`config.mk`:
```
export PLATFORM = sky130hd
export DESIGN_NAME = tx_char_scheduler
export DESIGN_NICKNAME = d
export VERILOG_FILES = /design/src/rtl/tx_char_scheduler.sv
export SDC_FILE = /design/constraint.sdc
export NUM_CORES = 1
export LEC_CHECK = 0
export CELL_PAD_IN_SITES_DETAIL_PLACEMENT = 1
export CELL_PAD_IN_SITES_GLOBAL_PLACEMENT = 1
export CORE_MARGIN = 3
export CORE_UTILIZATION = 36
export CTS_BUF_LIST = sky130_fd_sc_hd__clkbuf_8
export CTS_CLUSTER_DIAMETER = 150
export DETAILED_ROUTE_END_ITERATION = 7
export GPL_ROUTABILITY_DRIVEN = 1
export PLACE_DENSITY = 0.82
export SLEW_MARGIN = 5
export SYNTH_ARGS = -nofsm -noshare
export SYNTH_HDL_FRONTEND = slang
export SYNTH_SLANG_ARGS = --single-unit
```
`constraint.sdc`:
```
create_clock -name clk -period 2.1 [get_ports clk]
set_input_delay 0.315 -clock clk [delete_from_list [all_inputs] [get_ports clk]]
set_output_delay 0.315 -clock clk [all_outputs]
set_load 0.1 [all_outputs]
```
`src/rtl/tx_char_scheduler.sv`:
```
// Arbitrates two byte requesters onto one transmit core, one character at a time, with a
// programmable guard gap. Define TX_CHAR_SCHEDULER_ROUND_ROBIN_EN for round-robin arbitration.
`timescale 1ns/1ps
module tx_char_scheduler #(
  parameter int DATA_WIDTH   = 8,
  parameter int GUARD_WIDTH  = 16,
  parameter int LOAD_TIMEOUT = 1024
) (
  input  logic                   clk,
  input  logic                   reset,
  input  logic                   req0Valid,
  input  logic [DATA_WIDTH-1:0]  req0Data,
  output logic                   req0Ready,
  input  logic                   req1Valid,
  input  logic [DATA_WIDTH-1:0]  req1Data,
  output logic                   req1Ready,
  input  logic [GUARD_WIDTH-1:0] guardCycles,
  output logic [DATA_WIDTH-1:0]  txData,
  output logic                   txLoad,
  input  logic                   txFull,
  input  logic                   txRun,
  output logic                   busy,
  output logic                   lastGrant,
  output logic                   timeoutErr,
  output logic [15:0]            charCount
);

  localparam int LCW = (LOAD_TIMEOUT > 1) ? $clog2(LOAD_TIMEOUT) : 1;
  localparam logic [LCW-1:0] LOAD_LAST = LCW'(LOAD_TIMEOUT - 1);

  typedef enum logic [1:0] {S_IDLE, S_LOAD, S_WAIT_DONE, S_GUARD} state_t;

  state_t                 state_q, state_d;
  logic [DATA_WIDTH-1:0]  data_q, data_d;
  logic                   load_q, load_d;
  logic                   busy_q, busy_d;
  logic                   gnt_q, gnt_d;
  logic                   to_q, to_d;
  logic [15:0]            charCount_q, charCount_d;
  logic [LCW-1:0]         loadCnt_q, loadCnt_d;
  logic [GUARD_WIDTH-1:0] guard_q, guard_d;
  logic                   anyValid, grantSel, grantOk;

  assign anyValid = req0Valid | req1Valid;

`ifdef TX_CHAR_SCHEDULER_ROUND_ROBIN_EN
  // Contention goes to whoever did not win last; a lone valid always wins.
  assign grantSel = (req0Valid && req1Valid) ? ~gnt_q : ~req0Valid;
`else
  assign grantSel = ~req0Valid;
`endif

  // Ready is combinational, so reset must gate it directly.
  assign grantOk   = (state_q == S_IDLE) && !reset && anyValid;
  assign req0Ready = grantOk && !grantSel;
  assign req1Ready = grantOk && grantSel;

  assign txData     = data_q;
  assign txLoad     = load_q;
  assign busy       = busy_q;
  assign lastGrant  = gnt_q;
  assign timeoutErr = to_q;
  assign charCount  = charCount_q;

  always_comb begin
    state_d     = state_q;
    data_d      = data_q;
    load_d      = load_q;
    gnt_d       = gnt_q;
    to_d        = 1'b0;
    charCount_d = charCount_q;
    loadCnt_d   = loadCnt_q;
    guard_d     = guard_q;
    case (state_q)
      S_IDLE: begin
        if (anyValid) begin
          data_d    = grantSel ? req1Data : req0Data;
          gnt_d     = grantSel;
          load_d    = 1'b1;
          loadCnt_d = '0;
          state_d   = S_LOAD;
        end
      end
      S_LOAD: begin
        if (txFull) begin
          load_d      = 1'b0;
          charCount_d = charCount_q + 16'd1;
          state_d     = S_WAIT_DONE;
        end else if (loadCnt_q == LOAD_LAST) begin
          load_d  = 1'b0;
          to_d    = 1'b1;
          state_d = S_IDLE;
        end else begin
          loadCnt_d = loadCnt_q + 1'b1;
        end
      end
      S_WAIT_DONE: begin
        if (!txFull && !txRun) begin
          if (guardCycles == '0) begin
            state_d = S_IDLE;
          end else begin
            guard_d = guardCycles;
            state_d = S_GUARD;
          end
        end
      end
      S_GUARD: begin
        if (guard_q <= GUARD_WIDTH'(1)) state_d = S_IDLE;
        else guard_d = guard_q - 1'b1;
      end
      default: state_d = S_IDLE;
    endcase
    busy_d = (state_d != S_IDLE);
  end

  always_ff @(posedge clk or posedge reset) begin
    if (reset) begin
      state_q     <= S_IDLE;
      data_q      <= '0;
      load_q      <= 1'b0;
      busy_q      <= 1'b0;
      gnt_q       <= 1'b1;
      to_q        <= 1'b0;
      charCount_q <= '0;
      loadCnt_q   <= '0;
      guard_q     <= '0;
    end else begin
      state_q     <= state_d;
      data_q      <= data_d;
      load_q      <= load_d;
      busy_q      <= busy_d;
      gnt_q       <= gnt_d;
      to_q        <= to_d;
      charCount_q <= charCount_d;
      loadCnt_q   <= loadCnt_d;
      guard_q     <= guard_d;
    end
  end

endmodule

```
======== After elaboration in Yosys (flattened, before gate mapping) ========
Index checks and enable logic that the tools add are counted.
storage, ports and cells
  logic and storage cells ................. 67
  input port bits ......................... 38
  register bits after elaboration ......... 56
  output and inout port bits .............. 30
operators by class
  equality and inequality tests ........... 11
  mux-type cells .......................... 23
  $lt $le $gt $ge ......................... 1
  bitwise operators ....................... 2
  reductions and logical operators ........ 18
  $add $sub $neg .......................... 3
operator list
  cell                                                              count
  2-to-1 mux 16 bit                                                 3
  case mux 16 bit (2 select lines)                                  1
  2-to-1 mux 10 bit                                                 3
  case mux 10 bit (2 select lines)                                  1
  adder 16 x 1 -> 16 bit (second input constant)                    1
  less-or-equal comparator 16 x 1 -> 1 bit (second input constant)  1
  logical NOT 16 bit                                                1
  subtractor 16 x 1 -> 16 bit (second input constant)               1
  2-to-1 mux 2 bit                                                  6
  != test 2 bit (second input constant)                             6
  adder 10 x 1 -> 10 bit (second input constant)                    1
  equality test 10 bit (second input constant)                      1
  2-to-1 mux 8 bit                                                  1
  case mux 2 bit (4 select lines)                                   1
  AND reduction 4 bit                                               2
  2-to-1 mux 1 bit                                                  6
  nonzero test 2 bit                                                3
  logical AND 1 bit                                                 5
  equality test 2 bit (second input constant)                       2
  AND reduction 2 bit                                               2
  logical NOT 1 bit                                                 3
  != test 3 bit (second input constant)                             1
  AND reduction 3 bit                                               1
  equality test 2 x 1 -> 1 bit (second input constant)              1
  4 further kinds                                                   4

======== Logic depth before layout (Yosys ltp) ========
Gate-level depths: netlist of the first run.
  depth in word-level cells ............... 5
  mapped depth ............................ 8
  depth with buffers taken out ............ 7

======== Least setup slack after synthesis of the first run ========
Ideal clock, no wire load.
  path type ............................... input-to-output
  start ................................... input port reset
  end ..................................... output port req1Ready
  buffers on the path ..................... 0
  arrival ................................. 2535 ps
  path slack .............................. -750 ps
  required time ........................... 1785 ps
  stages .................................. 2
  cells stage by stage .................... inv_1 and4b_1
on the way
  longest elaborated chain between the ends .. 4
ends and longest elaborated chain
  element                         line  text
  start, declared                 10    input logic reset,
  logical NOT 1 bit (no line)     -
  logical AND 1 bit (2 in a row)  54    assign grantOk = (state_q == S_IDLE) && !reset && anyValid;
  logical AND 1 bit               56    assign req1Ready = grantOk && grantSel;
  end, declared                   16    output logic req1Ready,
No other way between the ends.

======== Final worst setup path of the first run ========
  start ................................... register guard_q[11]
  end ..................................... register guard_q[5]
on the way
  longest elaborated chain between the ends .. 3
ends and longest elaborated chain
  element                                   line  text
  start, declared                           41    logic [GUARD_WIDTH-1:0] guard_q, guard_d;
  start signal, assigned                    136   guard_q <= guard_d;
  less-or-equal comparator 16 x 1 -> 1 bit  108   if (guard_q <= GUARD_WIDTH'(1)) state_d = S_IDLE;
  != test 2 bit (no line)                   -
  AND reduction 4 bit (no line)             -
No other way between the ends.
A chain may end at the register's enable or synchronous reset.

==> results.py, run 1 <==
metrics = {
    "cts": {
        "clock_latency_ns": 0.31,
        "numCtsBuffers": 5,
        "cts_tree": "done",
        "cts_max_path_buffers": 2,
        "cts_root_buffer": "clkbuf_8",
        "htree_levels": 2,
        "ctsHoldBuffers": 0,
        "clkTransAtPathRegs_ns": 0.11,
        "cts_sinks": 56,
    },
    "sta": {
        "max_freq_mhz": 482,
        "setup_viol": 0,
        "setup_ws_ns": 0.0254,
        "worst_slew_pin_slew_ns": 0.488,
        "finClkSkew_ns": 0.00614,
        "finalCritPeriodShare": 0.988,
        "relSlewSlack": 0.675,
        "fin_tns_setup_ns": 0,
        "drv_slew": 0,
        "fin_crit_ns": 2.07,
        "hold_viol": 0,
    },
    "route": {
        "wirelength_mm": 8.56,
        "vias": 2668,
        "drc": 0,
        "wl_per_cell_um": 17.2,
        "drtIter0Drc": 86,
        "via_per_inst": 5.37,
        "ant_nets": 0,
        "drt_pass1_iterations": 4,
    },
    "setup_path": {
        "slowest_delay_ns": 0.57,
        "path_class": "flip-flop to flip-flop",
        "crit_fanout": 7,
        "rrSetupSlack_ns": 0.03,
        "crit_buf_inv": 0,
        "worstPathRequired_ns": 2.31,
        "endpoint_kind": "flip-flop",
        "r2r-end": "guard_q[5]",
        "reg2reg_depth": 5,
        "crit_family": "simple AND/OR/NAND/NOR gates",
        "cp-start-kind": "flip-flop",
        "worstReg2RegStart": "guard_q[11]",
        "critical_path.cell_chain": "or4_4 -> nor4b_4 -> a21o_4 -> nor3_1 -> o32a_1",
        "cp_data_arrival_time_ns": 2.28,
        "slowest_stage": "or4_4",
    },
    "floorplanning": {
        "die_area_um2": 9460,
        "core_area_um2": 7890,
        "die_y_um": 97.3,
        "start_util": 0.380,
        "io_pins": 68,
        "die_w_um": 97.3,
        "rows": 32,
    },
    "grt": {
        "use_met1": 0.234,
        "grt_pass1_wl_mm": 14.4,
        "track_usage": 0.181,
        "antenna_found_initial": 0,
        "overflow": 0,
        "use_met3": 0.0223,
        "use_met2": 0.324,
        "grt_max_degree": 38,
        "first_global_vias": 2869,
        "busiest_layer": "met2",
    },
    "synthesis": {
        "yosys-top-cells-area": "dfrtp_1 (46%), nor2_1 (4.8%), xnor2_1 (3.5%)",
        "synth.most_common_cell": "dfrtp_1",
        "ys_ff_latch": 56,
        "synth_area_um2": 3000,
        "syn_area_per_cell_um2": 9.80,
        "async_reset_ff_frac": 1.00,
        "synthCells": 306,
        "yosys.area.top_type_share": 0.459,
        "yosysWarnings": 0,
        "syn-num-nets": 348,
        "ys_seq_area_frac": 0.468,
        "yosys.area.top_type": "dfrtp_1",
        "yosysUniqueCellTypes": 56,
        "synthTopCellsByCount": "dfrtp_1 (55), nor2_1 (38), nand2_1 (24)",
        "synth_edf_count": 0,
        "ys.flop_type": "dfrtp_1",
    },
    "placement": {
        "dp.cells": 486,
        "dp_slack_ns": -0.160,
        "place_hpwl_mm": 6.49,
        "gp_congestion": 0.840,
        "port_buffers": 67,
    },
    "pwr": {
        "combPwrFrac": 0.558,
        "ir_worst_vdd_v": 0.000662,
        "p_total_mw": 5.40,
        "internal_power_mw": 2.69,
        "p_leak_nw": 1.71,
        "p_sw_mw": 2.71,
        "clockPowerShare": 0.118,
        "p_seq_frac": 0.323,
        "swShare": 0.501,
        "powerDensity_nw_per_um2": 1340,
    },
    "layout": {
        "drive_above_1_share": 0.241,
        "diodes": 0,
        "fin_nets": 436,
        "syn2layout_area_growth_pct": 34.6,
        "final_cells": 497,
    },
    "hold_path": {
        "hold_class": "primary input to async pin",
    },
    "run_status": {
        "status": "completed",
    },
    "flow_run": {
        "cap_violations": 0,
    },
}
[state kept, by name, indices dropped and copies added (netlist names), 2 cells and up]
name       flops
charCount     16
guard_q       16
loadCnt_q     10
txData         8
state_q        2
[how the worst max path moves through the flow]
stage	to	startpoint	depth (start not counted)	slack [ns]
6_report	guard_q[5]	guard_q[11]	5	0.03
5_1_grt	guard_q[13]	guard_q[11]	6	-0.04
4_1_cts	guard_q[13]	guard_q[14]	6	0.002
3_5_place_dp	guard_q[2]	guardCycles[0]	7	-0.16
3_3_place_gp	guard_q[2]	guardCycles[8]	7	-0.09
2_1_floorplan	charCount[12]	charCount[6]	5	0.008
[cell families after synthesis]
group	Yosys count	share of synthesized area
AOI/OAI and AO/OA	68	0.168
xor gates and xnor gates	20	0.0584
adders and majority gates	4	0.0167
buffers and inverters	20	0.0342
DFF	56	0.468
muxes	9	0.0305
and+or+nand+nor	129	0.225
[routing by layer]
layer / up-vias / share of wire / routed length, um
met5: - / 0 / 0
met4: 0 / 0.012 / 106
met3: 13 / 0.031 / 265
met2: 44 / 0.53 / 4510
met1: 1318 / 0.43 / 3670
li1: 1293 / - / -
[metrics by stage]
step	hold slack, ns	area [um2]	utilization
finish	0.434	4040	0.512
global route	0.454	4040	0.512
CTS	0.442	3980	0.504
detailed placement	0.476	3880	0.492
global placement	0.464	3880	0.492
floorplan	0.403	3020	-
[worst reg2reg max path: stages (launching register included)]
cell and delay (ns):
dfrtp_1 0.41, or4_4 0.57, nor4b_4 0.41, a21o_4 0.23, nor3_1 0.06, o32a_1 0.29
[what timing repair did]
action                     in CTS  in global routing
gates resized for setup         0                  9
setup buffers                   0                  3
hold endpoints to repair        0                  0
setup endpoints to repair       0                  9
[area by class of cell]
| cell class | count | area [um2] |
|---|---|---|
| clock buffers | 5 | 68.8 |
| fillers | 891 | 3850 |
| flip-flops and latches | 56 | 1410 |
| repair buffers | 93 | 832 |
| inverters | 8 | 33.8 |
| clock inverters | 3 | 27.5 |
| well taps | 102 | 128 |
| multi-input cells | 230 | 1540 |
[power by group through the flow]
stage / Combinational, mW / Sequential [mW] / Clock [mW]
floorplan: 1.15 / 2.66 / 0
global placement: 2.81 / 1.74 / 0
detailed placement: 2.87 / 1.76 / 0
CTS: 2.89 / 1.74 / 0.659
global route: 3.21 / 1.80 / 0.699
finish: 3.01 / 1.75 / 0.639
[placed cells by master, fill, tap and decap left out, types with 3 or more instances in the layout]
cell	netlist	layout
inv_1	8	7
buf_12	0	3
buf_4	1	52
nand3_1	15	15
nor2_1	38	38
and4_1	3	3
xor2_1	8	8
xnor2_1	12	12
a21oi_1	16	16
nand2_1	24	24
a31oi_1	9	9
or3_1	3	3
nand4_1	7	7
dfrtp_2	0	5
nor3_1	11	11
and3_1	6	5
o32a_1	3	3
o22ai_1	3	3
dfrtp_1	55	50
a2bb2oi_2	5	5
nor2b_1	3	3
nor4_1	6	6
clkbuf_8	0	5
a211oi_2	2	3
mux2i_1	8	8
ha_1	4	3
o21ai_0	12	11
clkdlybuf4s50_1	0	37
Power figures use the tool's default switching activity.
==> run 2: changes to the inputs <==
- MAX_ROUTING_LAYER: default -> met4
==> results.py, run 2 (same netlist as run 1, synthesis figures left out) <==
metrics = {
    "run_status": {
        "status": "completed",
    },
    "setup_path": {
        "worstReg2RegStart": "guard_q[11]",
        "cp-endpoint": "guard_q[5]",
        "cp_data_arrival_time_ns": 2.28,
        "crit_fanout": 7,
        "worstPathRequired_ns": 2.31,
        "critical_path.cell_chain": "or4_4 -> nor4b_4 -> a21o_4 -> nor3_1 -> o32a_1",
        "slowest_delay_ns": 0.57,
        "cp-start-kind": "flip-flop",
        "startpoint": "guard_q[11]",
        "path_class": "flip-flop to flip-flop",
        "endpoint_kind": "flip-flop",
        "rrSetupSlack_ns": 0.03,
        "slowest_stage": "or4_4",
        "r2r-end": "guard_q[5]",
        "reg2reg_depth": 5,
    },
    "route": {
        "drc": 0,
        "drt_pass1_iterations": 4,
        "drtIter0Drc": 78,
        "ant_nets": 0,
        "wl_per_cell_um": 17.3,
        "wirelength_mm": 8.58,
        "vias": 2652,
        "via_per_inst": 5.34,
    },
    "placement": {
        "port_buffers": 67,
        "place_hpwl_mm": 6.49,
        "gp_congestion": 0.853,
        "postPlaceCellArea_um2": 3880,
        "dp.cells": 486,
    },
    "sta": {
        "fin_crit_ns": 2.07,
        "relSlewSlack": 0.674,
        "drv_slew": 0,
        "hold_viol": 0,
        "worst_slew_pin_slew_ns": 0.488,
        "finClkSkew_ns": 0.00628,
        "setup_viol": 0,
        "max_freq_mhz": 483,
        "finalCritPeriodShare": 0.986,
    },
    "cts": {
        "clock_latency_ns": 0.31,
        "cts_root_buffer": "clkbuf_8",
        "cts_sinks": 56,
        "clkTransAtPathRegs_ns": 0.11,
        "ctsHoldBuffers": 0,
        "numCtsBuffers": 5,
        "cts_tree": "done",
        "cts_max_path_buffers": 2,
        "htree_levels": 2,
    },
    "layout": {
        "final_common_cell": "buf_4",
        "fin_nets": 436,
        "multi_input_area_um2": 1540,
        "drive_above_1_share": 0.241,
        "fillCellCount": 891,
        "final_cell_mix": "buf_4 (52), dfrtp_1 (50), nor2_1 (38)",
        "diodes": 0,
        "design_area_um2": 4040,
        "ff_latch_area_um2": 1410,
        "syn2layout_area_growth_pct": 34.6,
        "final_cells": 497,
    },
    "floorplanning": {
        "core_area_um2": 7890,
        "rows": 32,
        "die_w_um": 97.3,
        "die_y_um": 97.3,
        "start_util": 0.380,
        "io_pins": 68,
        "die_area_um2": 9460,
    },
    "grt": {
        "overflow": 0,
        "first_global_vias": 2864,
        "track_usage": 0.187,
        "grt_max_degree": 38,
        "antenna_found_initial": 0,
        "grt_pass1_wl_mm": 14.5,
    },
    "pwr": {
        "powerDensity_nw_per_um2": 1340,
        "ir_worst_vdd_v": 0.000662,
        "p_leak_nw": 1.71,
        "p_total_mw": 5.41,
    },
    "hold_path": {
        "hold_class": "primary input to async pin",
    },
    "flow_run": {
        "cap_violations": 0,
    },
}
## run 2: cell counts in the layout (fill, tap and decap cells not counted)
No cell type changed its count.
## run 2: through the flow
stage                      util  setup TNS [ns]  setup slack, ns  hold slack (ns)
after floorplan               -               0          0.00808            0.403
after global placement    0.492           -1.19          -0.0947            0.464
after detailed placement  0.492           -2.27           -0.160            0.476
after CTS                 0.504               0          0.00239            0.442
after global routing      0.512          -0.222          -0.0435            0.453
final                     0.512               0           0.0294            0.436
## run 2: worst min-delay path by stage
stage,startpoint,endpoint,cells after the start
global route,reset,charCount[15],3
global placement,charCount[15],charCount[15],1
CTS,reset,charCount[15],3
detailed placement,charCount[15],charCount[15],1
floorplan,reset,busy,1
finish,reset,guard_q[15],3
## run 2: metal layers
| metal | up-vias | track usage | wire (um) |
|---|---|---|---|
| li1 | 1289 | - | - |
| met1 | 1313 | 0.233 | 3740 |
| met2 | 39 | 0.325 | 4520 |
| met3 | 11 | 0.0223 | 226 |
| met4 | 0 | 0.0415 | 91 |
| met5 | - | - | 0 |
## run 2: critical path: cells and delay by family, from the launching register on
family	cells	cell delay (ns)
AO/OA/AOI/OAI	2	0.52
flip-flops	1	0.41
AND/OR/NAND/NOR	3	1.03
## run 2: final cells by class
cell class	instances	share of cell area
multi-input cells	230	0.381
well taps	102	0.0316
flip-flops and latches	56	0.349
clock inverters	3	0.00682
clock buffers	5	0.0170
inverters	8	0.00837
repair buffers	93	0.206
## run 2: power by group
group          switching (mW)  internal [mW]  total [mW]
clock network           0.392          0.246       0.638
logic                    1.99           1.04        3.02
registers               0.334           1.41        1.75
## run 2: repair_timing
action,CTS,global route
setup endpoints to repair,0,9
resized for setup,0,9
endpoints found under the hold margin,0,0
buffers inserted,0,3
